**src/rtl/rr_mux_arbiter_pkg.sv**
```systemverilog
// Shared types, constants and the round-robin pick helper for rr_mux_arbiter.
package rr_mux_arbiter_pkg;

    localparam int NUM_REQ = 4;

    typedef enum logic {
        ST_IDLE = 1'b0,
        ST_BUSY = 1'b1
    } state_e;

    // Returns {found, index} of the first set req bit searching upward from last+1.
    // Offset 4 wraps to last itself, so the current owner is the lowest-priority candidate.
    function automatic logic [2:0] rr_pick(input logic [NUM_REQ-1:0] req, input logic [1:0] last);
        logic [1:0] idx;
        rr_pick = '0;
        for (int k = NUM_REQ; k >= 1; k--) begin
            idx = last + 2'(k);
            if (req[idx]) rr_pick = {1'b1, idx};
        end
    endfunction

endpackage

```
**src/rtl/rr_mux_arbiter_mux_4x1.sv**
```systemverilog
// Single-bit 4:1 mux cell; {s0,s1} selects a..d.
module mux_4x1 (
    input  logic a,
    input  logic b,
    input  logic c,
    input  logic d,
    input  logic s0,
    input  logic s1,
    output logic y
);

    always_comb begin
        case ({s0, s1})
            2'b00:   y = a;
            2'b01:   y = b;
            2'b10:   y = c;
            default: y = d;
        endcase
    end

endmodule

```
**src/rtl/rr_mux_arbiter.sv**
```systemverilog
// Round-robin arbiter owning a shared 4:1 mux datapath with bounded hold time.
// Optional RR_MUX_ARB_PARK_EN: park the mux select on index 0 while idle.
module rr_mux_arbiter
    import rr_mux_arbiter_pkg::*;
#(
    parameter int DATA_W   = 1,
    parameter int MAX_HOLD = 4,
    parameter int CNT_W    = 3
) (
    input  logic               clk,
    input  logic               rst,
    input  logic [NUM_REQ-1:0] req,
    input  logic [DATA_W-1:0]  d0,
    input  logic [DATA_W-1:0]  d1,
    input  logic [DATA_W-1:0]  d2,
    input  logic [DATA_W-1:0]  d3,
    output logic [NUM_REQ-1:0] gnt,
    output logic               s0,
    output logic               s1,
    output logic [DATA_W-1:0]  y,
    output logic               valid
);

    state_e             state_q, state_d;
    logic [NUM_REQ-1:0] gnt_q, gnt_d;
    logic [CNT_W-1:0]   cnt_q, cnt_d;
    logic [1:0]         last_q, last_d;
    logic [1:0]         sel_q, sel_d;

    logic [2:0] pick;
    logic       own_req;
    logic       expire;
    logic       grant_new;

    // last_q always equals the current owner while BUSY
    assign pick    = rr_pick(req, last_q);
    assign own_req = req[last_q];
    assign expire  = (cnt_q == CNT_W'(MAX_HOLD - 1));

    always_ff @(posedge clk) begin
        if (rst) begin
            state_q <= ST_IDLE;
            gnt_q   <= '0;
            cnt_q   <= '0;
            last_q  <= 2'd3;
            sel_q   <= 2'd0;
        end else begin
            state_q <= state_d;
            gnt_q   <= gnt_d;
            cnt_q   <= cnt_d;
            last_q  <= last_d;
            sel_q   <= sel_d;
        end
    end

    always_comb begin
        state_d = state_q;
        case (state_q)
            ST_IDLE: if (pick[2]) state_d = ST_BUSY;
            ST_BUSY: if (!own_req && !pick[2]) state_d = ST_IDLE;
            default: state_d = ST_IDLE;
        endcase
    end

    always_comb begin
        gnt_d  = gnt_q;
        cnt_d  = cnt_q;
        last_d = last_q;
        sel_d  = sel_q;
        grant_new = pick[2] && ((state_q == ST_IDLE) || !own_req || expire);
        if (grant_new) begin
            gnt_d  = NUM_REQ'(1) << pick[1:0];
            cnt_d  = '0;
            last_d = pick[1:0];
            sel_d  = pick[1:0];
        end else if (state_d == ST_IDLE) begin
            gnt_d = '0;
            cnt_d = '0;
`ifdef RR_MUX_ARB_PARK_EN
            sel_d = 2'd0;
`else
            sel_d = sel_q;
`endif
        end else begin
            cnt_d = cnt_q + CNT_W'(1);
        end
    end

    assign gnt   = gnt_q;
    assign valid = (state_q == ST_BUSY);
    assign s0    = sel_q[1];
    assign s1    = sel_q[0];

    for (genvar k = 0; k < DATA_W; k++) begin : g_mux
        mux_4x1 u_mux (
            .a  (d0[k]),
            .b  (d1[k]),
            .c  (d2[k]),
            .d  (d3[k]),
            .s0 (s0),
            .s1 (s1),
            .y  (y[k])
        );
    end

endmodule

```
**config.mk**
```make
export PLATFORM = sky130hd
export DESIGN_NAME = rr_mux_arbiter
export DESIGN_NICKNAME = d
export VERILOG_FILES = /design/src/rtl/rr_mux_arbiter_pkg.sv /design/src/rtl/rr_mux_arbiter_mux_4x1.sv /design/src/rtl/rr_mux_arbiter.sv
export SDC_FILE = /design/constraint.sdc
export NUM_CORES = 1
export LEC_CHECK = 0
export BUFFER_PORTS_ARGS = -buffer_cell sky130_fd_sc_hd__buf_2
export CORE_MARGIN = 3
export CORE_UTILIZATION = 44
export CTS_CLUSTER_DIAMETER = 60
export DETAILED_ROUTE_END_ITERATION = 16
export GPL_TIMING_DRIVEN = 0
export PLACE_DENSITY = 0.72
export SLEW_MARGIN = 5
export SYNTH_ARGS = -nofsm -noshare
export SYNTH_HDL_FRONTEND = slang
export SYNTH_HIERARCHICAL = 1
export SYNTH_SLANG_ARGS = --single-unit
```
**constraint.sdc**
```tcl
create_clock -name clk -period 1.6 [get_ports clk]
set_input_delay 0.08 -clock clk [delete_from_list [all_inputs] [get_ports clk]]
set_output_delay 0.08 -clock clk [all_outputs]
set_load 0.02 [all_outputs]
```
==> metrics.cfg, run 1 <==
[sta]
timing.final.crit_share_pct=107.5
setup_viol_count_final=11
grt_setup_unrepaired=yes
clock.fmax_mhz=581.6
setup_slack_ns=-0.1195
worstMarginPinSlew_ns=0.6052
period_needed_ns=1.719
holdWs_ns=0.03448
hold_viol_final=0
max_slew_margin_pct=59.28
skew_ns=0.0004610
slew_violations=0

[placement]
dp_hpwl_um=978.8
dp.cells=101
port_buffers=16
gp_congestion=0.8200
dp_slack_ns=-0.1559

[worst_setup_path]
r2r_end=sel_q[0]$_SDFFE_PP0P_
crit_top_cell=ha_4
cp-end-kind=register
worstReg2RegStart=cnt_q[0]$_SDFF_PP0_
crit_chain=ha_4, ha_4, or3b_4, o22ai_4, buf_6, nor2_2, nor2_1, nor3_2
cp_num_buf_inv=1
crit_family=simple AND/OR/NAND/NOR gates
ff2ff_path_depth=8
max_stage_delay_ns=0.39
crit_fanout=5
criticalPathCategory=reg2reg
required_ns=1.77
endpoint=sel_q[0]$_SDFFE_PP0P_
critPathLaunch=cnt_q[0]$_SDFF_PP0_
r2r_slack_ns=-0.12
cp_data_arrival_time_ns=1.88
critPathLaunchType=register
cp_num_cells=8
cp_slowest_cell=or3b_4

[global_route]
grt_overflow_total=0
antenna_found_initial=0
grt_pass1_wl_um=2387
grt_pass1_vias=556
grt_max_degree=10
grt_use_total_pct=16.96

[pwr]
p_int_mw=0.6163
pwr-share-seq_pct=38.9
power_frac_comb_pct=34.8
power_density_nw_per_um2=1037
power_frac_clock_pct=26.3
switching_share_pct=31.13
power.switching_mw=0.2786
leakage_nw=0.3966
power.total_mw=0.8949
peakVddDrop_v=0.0007011

[hold_path]
hp-class=in2reg

[floorplan]
die-width_um=44.34
core_um2=1334
start_util_pct=48.50
die-area_um2=1966
die_y_um=44.34
ioPinCount=18
rows=13

[logic_synthesis]
syn_area_per_cell_um2=9.241
synth_seq_cells=12
synthTopCellsByArea=dfxtp_1 (37%), nor2_1 (7.0%), a21oi_1 (5.4%), a2111oi_4 (4.3%), ha_1 (3.9%)
synth_cells=70
synth_top_area_share_pct=37.14
yosysWarningCount=6
synthesis.nets=82
synth_cell_type_count=28
syn_area_um2=646.9
yosysSeqAreaShare_pct=37.14
yosysTopAreaCell=dfxtp_1

[cts]
cts_inserted_buffers=3
insertion_delay_ns=0.27
clock_path_buffers=2
htree_levels=1
clock-sinks=12
cts_tree=built
clkTransAtPathRegs_ns=0.07
cts_hold_buf=0
cts-root-buf=clkbuf_4

[layout]
fin_util_pct=64.73
num_antenna_cells=0
drive_gt1_share_pct=44.79
nNetsFinal=109
syn_to_final_growth_pct=33.46
fin_cells=111
final_cell_mix=buf_2 (16), nor2_1 (10), dfxtp_1 (10), a21oi_1 (7), buf_4 (6)
final_common_cell=buf_2

[detailed_routing]
drc=0
dr.pass1.iters=4
via_per_inst=5.342
routed_wl_um=1425
drtAntennaViolNets=0
post_drt_wl_per_cell_um=12.84
drt_iter0_drc=6
via_count=593

[flow_run]
maxCapViolCount=0

[outcome]
failed_checks=negative setup slack
run_status=finished with violations

-- metal layers --
| layer | up-vias | global-route usage [%] | share of wire [%] | wire [um] |
|---|---|---|---|---|
| met5 | - | 0 | 0 | 0 |
| li1 | 301 | - | - | - |
| met2 | 13 | 27.62 | 47 | 670 |
| met3 | 5 | 2.846 | 4.4 | 62 |
| met4 | 0 | 12.65 | 2.8 | 40 |
| met1 | 274 | 19.75 | 46 | 651 |
-- cell type report --
cell class,count,area (um^2)
fillers,121,470.5
multi-input cells,50,387.9
flip-flops and latches,12,242.7
repair buffers,22,128.9
clock buffers,4,36.28
plain buffers,3,30.03
inverters,5,18.77
well taps,15,18.77
-- synthesized netlist by cell type --
library cell / n
a2111oi_4: 1
a211o_2: 1
a211oi_1: 1
a21oi_1: 7
a22oi_1: 1
and3_2: 1
buf_4: 1
buf_6: 2
dfxtp_1: 12
ha_1: 2
inv_1: 5
mux2i_1: 2
mux4_2: 1
nand2_1: 5
nand2b_1: 3
nand3_1: 1
nand3b_1: 1
nor2_1: 12
nor3_2: 1
nor4_1: 1
o211a_1: 1
o21ai_0: 1
o21bai_1: 1
o221a_2: 1
o22ai_1: 2
o22ai_4: 1
or2_1: 1
or3b_4: 1
-- registers in the layout, indices dropped and copies added (netlist names) --
signal,cells
last_q,2
valid,1
sel_q,2
cnt_q,3
gnt,4
-- logic make-up (layout without fill, tap and decap cells) --
group | count (synthesis) | count (layout) | share of synthesized area, %
fa+ha+maj | 2 | 2 | 3.868
mux | 3 | 3 | 6.576
buf+inv | 8 | 34 | 7.544
compound gates | 18 | 18 | 23.79
simple gates | 27 | 27 | 21.08
flops | 12 | 12 | 37.14
-- worst min path at each step --
stage          slack, ns                     to  cells past startpoint  startpoint
6_report            0.03  sel_q[0]$_SDFFE_PP0P_                      2         rst
5_1_grt             0.04  sel_q[0]$_SDFFE_PP0P_                      2         rst
4_1_cts             0.04    gnt[1]$_SDFFE_PP0P_                      2         rst
3_5_place_dp        0.32    gnt[0]$_SDFFE_PP0P_                      2         rst
3_3_place_gp        0.32    gnt[1]$_SDFFE_PP0P_                      2         rst
2_1_floorplan       0.23    gnt[1]$_SDFFE_PP0P_                      2      req[1]
-- worst register-to-register path, cell delays in order, from the launching register on --
cell and delay, ns:
dfxtp_2 0.34, ha_4 0.16, ha_4 0.15, or3b_4 0.39, o22ai_4 0.18, buf_6 0.15
nor2_2 0.04, nor2_1 0.15, nor3_2 0.06
-- power groups by stage --
stage	logic (mW)	registers, mW	clock network, mW
floorplan	0.181	0.377	0
global placement	0.268	0.353	0
detailed placement	0.271	0.354	0
CTS	0.290	0.348	0.240
global route	0.341	0.351	0.254
finish	0.311	0.348	0.236
-- stage by stage --
| step | instance area (um^2) | TNS [ns] |
|---|---|---|
| floorplan | 676.9 | -0.1109 |
| global placement | 775.7 | -0.7839 |
| detailed placement | 775.7 | -0.9089 |
| CTS | 834.6 | -0.6311 |
| global route | 863.3 | -1.898 |
| finish | 863.3 | -0.9462 |
-- what timing repair did --
| action | in CTS | in global routing |
|---|---|---|
| endpoints found under the setup margin | 11 | 11 |
| setup buffers | 3 | 3 |
| endpoints found under the hold margin | 0 | 0 |
| pin swaps | 2 | 3 |
| gates resized for setup | 1 | 2 |
Power figures use the tool's default switching activity.
==> run 2, diff against run 1 <==
Settings changed: CORE_MARGIN 3 to default, PLACE_DENSITY 0.72 to 0.8.
==> run 2 against run 1 <==
The run still ends with negative setup slack left. Final cell count down 4.5%. Clock skew about the same. Sequential cell count unchanged. Sequential share of layout area down 0.36 points. Sequential power about the same. Cell area up 1.3%. Fmax up 0.17%. Register-to-register slack about the same. Utilization up 0.84 points. Largest cell class unchanged. Highest routed layer unchanged.
==> metrics.cfg, run 2 (synthesis results as in run 1) <==
[worst_setup_path]
crit_chain=ha_4, ha_4, or3b_4, o22ai_4, buf_12, a22oi_1, nor2_1
crit_fanout=6  ; +1
crit_top_cell=ha_4
required_ns=1.81  ; +0.04 ns
r2r_end=gnt[3]$_SDFFE_PP0P_
cp_num_buf_inv=1  ; unchanged
r2r_slack_ns=-0.12  ; about the same
max_stage_delay_ns=0.38  ; about the same
crit_family=simple AND/OR/NAND/NOR gates
ff2ff_path_depth=7  ; -1
cp_slowest_cell=or3b_4
worstReg2RegStart=cnt_q[0]$_SDFF_PP0_
cp_data_arrival_time_ns=1.93  ; +0.05 ns
cp-end-kind=register
criticalPathCategory=reg2reg
critPathLaunchType=register
critPathLaunch=cnt_q[0]$_SDFF_PP0_

[floorplan]
ioPinCount=18  ; unchanged
core_um2=1334  ; unchanged
die_y_um=40.34  ; -9.0%
die-area_um2=1627  ; -17%
rows=13  ; unchanged
start_util_pct=48.50  ; unchanged
die-width_um=40.34  ; -9.0%

[detailed_routing]
drc=0  ; unchanged
drtAntennaViolNets=0  ; unchanged
via_count=590  ; -0.51%
drt_iter0_drc=7  ; +1
dr.pass1.iters=4  ; unchanged
via_per_inst=5.566  ; +4.2%
routed_wl_um=1402  ; -1.6%
post_drt_wl_per_cell_um=13.23  ; +3.0%

[cts]
clock_path_buffers=2  ; unchanged
cts-root-buf=clkbuf_4
cts_tree=built
insertion_delay_ns=0.27  ; about the same
clkTransAtPathRegs_ns=0.08  ; about the same
htree_levels=1  ; unchanged
cts_inserted_buffers=3  ; unchanged
cts_hold_buf=0  ; unchanged
clock-sinks=12  ; unchanged

[sta]
period_needed_ns=1.717  ; -0.002869 ns
skew_ns=0.0004445  ; -0.00001651 ns
setup_viol_count_final=11  ; unchanged
hold_viol_final=0  ; unchanged
grt_setup_unrepaired=yes
clock.fmax_mhz=582.5  ; +0.17%
slew_violations=0  ; unchanged
worstMarginPinSlew_ns=0.5507  ; -0.05451 ns
holdWs_ns=0.03674  ; +0.002250 ns
timing.final.crit_share_pct=107.3  ; -0.18 points
setup_slack_ns=-0.1166  ; +0.002869 ns
max_slew_margin_pct=62.95  ; +3.7 points

[layout]
final_cell_mix=buf_2 (16), nor2_1 (10), dfxtp_1 (10), inv_1 (5), a21oi_1 (4)
syn_to_final_growth_pct=35.20
fin_area_um2=874.6  ; +1.3%
n_fill_cell=113  ; -6.6%
largest_register_ffs=4  ; unchanged
fin_cells=106  ; -4.5%
nNetsFinal=104  ; -4.6%
num_antenna_cells=0  ; unchanged
drive_gt1_share_pct=49.45  ; +4.7 points
final_common_cell=buf_2

[pwr]
power.total_mw=0.9113  ; +1.8%
leakage_nw=0.4035  ; +1.7%
pwr-share-seq_pct=38.4  ; -0.5 points
peakVddDrop_v=0.0006055  ; -14%
power.switching_mw=0.3008  ; +8.0%
switching_share_pct=33.01  ; +1.9 points
p_int_mw=0.6105  ; -0.93%
power_frac_comb_pct=34.9  ; about the same
power_frac_clock_pct=26.7  ; +0.4 points
power_density_nw_per_um2=1042  ; +0.53%

[placement]
dp.cells=101  ; unchanged
dp_hpwl_um=968.9  ; -1.0%
gp_congestion=0.6949  ; -15%
port_buffers=16  ; unchanged
placed_cell_area_um2=775.7  ; unchanged
dp_slack_ns=-0.1708  ; -0.01489 ns

[global_route]
antenna_found_initial=0  ; unchanged
grt_pass1_vias=465  ; -16%
grt_overflow_total=0  ; unchanged
grt_max_degree=10  ; unchanged
grt_pass1_wl_um=1835  ; -23%
grt_use_total_pct=17.53  ; +0.57 points

[outcome]
failed_checks=negative setup slack
run_status=finished with violations

[flow_run]
maxCapViolCount=0  ; unchanged

[hold_path]
min_from=rst
whs_path_depth=2  ; unchanged
hp-class=in2reg
holdPathEnd=gnt[2]$_SDFFE_PP0P_

run 2: worst max-delay path by stage:
stage | to | slack (ns) | cells after the start
6_report | gnt[3]$_SDFFE_PP0P_ | -0.12 | 7
5_1_grt | last_q[0]$_SDFFE_PP1P_ | -0.16 | 7
4_1_cts | last_q[0]$_SDFFE_PP1P_ | -0.10 | 7
3_5_place_dp | last_q[0]$_SDFFE_PP1P_ | -0.17 | 7
3_3_place_gp | last_q[0]$_SDFFE_PP1P_ | -0.13 | 7
2_1_floorplan | last_q[0]$_SDFFE_PP1P_ | -0.04 | 7
run 2: per-layer routing:
layer	GRT usage, %	wire length (um)
met1	20.62	661
met2	29.37	668
met3	3.333	45
met4	10.00	25
met5	0	0
run 2: metrics by stage:
| step | utilization [%] | TNS, ns |
|---|---|---|
| finish | 65.57 | -0.8859 |
| global route | 65.57 | -1.240 |
| CTS | 65.10 | -0.7409 |
| detailed placement | 58.16 | -0.9605 |
| global placement | 58.16 | -0.6803 |
| floorplan | - | -0.1109 |
run 2: worst register-to-register path: stages, from the launching register on:
cell and delay [ns]:
dfxtp_2 0.34, ha_4 0.16, ha_4 0.15, or3b_4 0.38, o22ai_4 0.26, buf_12 0.17
a22oi_1 0.09, nor2_1 0.11
run 2: area by class of cell:
class	count	area, um^2	share of cell area (%)
clock buffer	4	36.28	4.149
timing repair buffer	17	100.1	11.44
inverter	5	18.77	2.146
multi-input combinational	50	427.9	48.93
tap	15	18.77	2.146
buffer	3	30.03	3.433
sequential	12	242.7	27.75
run 2: what timing repair did:
action / 4_1_cts / 5_1_grt
gates resized for setup: 10 / 2
buffers inserted: 1 / 0
setup endpoints to repair: 11 / 11
pin swaps: 11 / 2
run 2: power by group through the flow:
stage	Clock (mW)	Combinational [mW]	Sequential, mW
floorplan	0	0.181	0.377
global placement	0	0.265	0.353
detailed placement	0	0.272	0.354
CTS	0.251	0.306	0.350
global route	0.260	0.338	0.354
finish	0.243	0.318	0.350
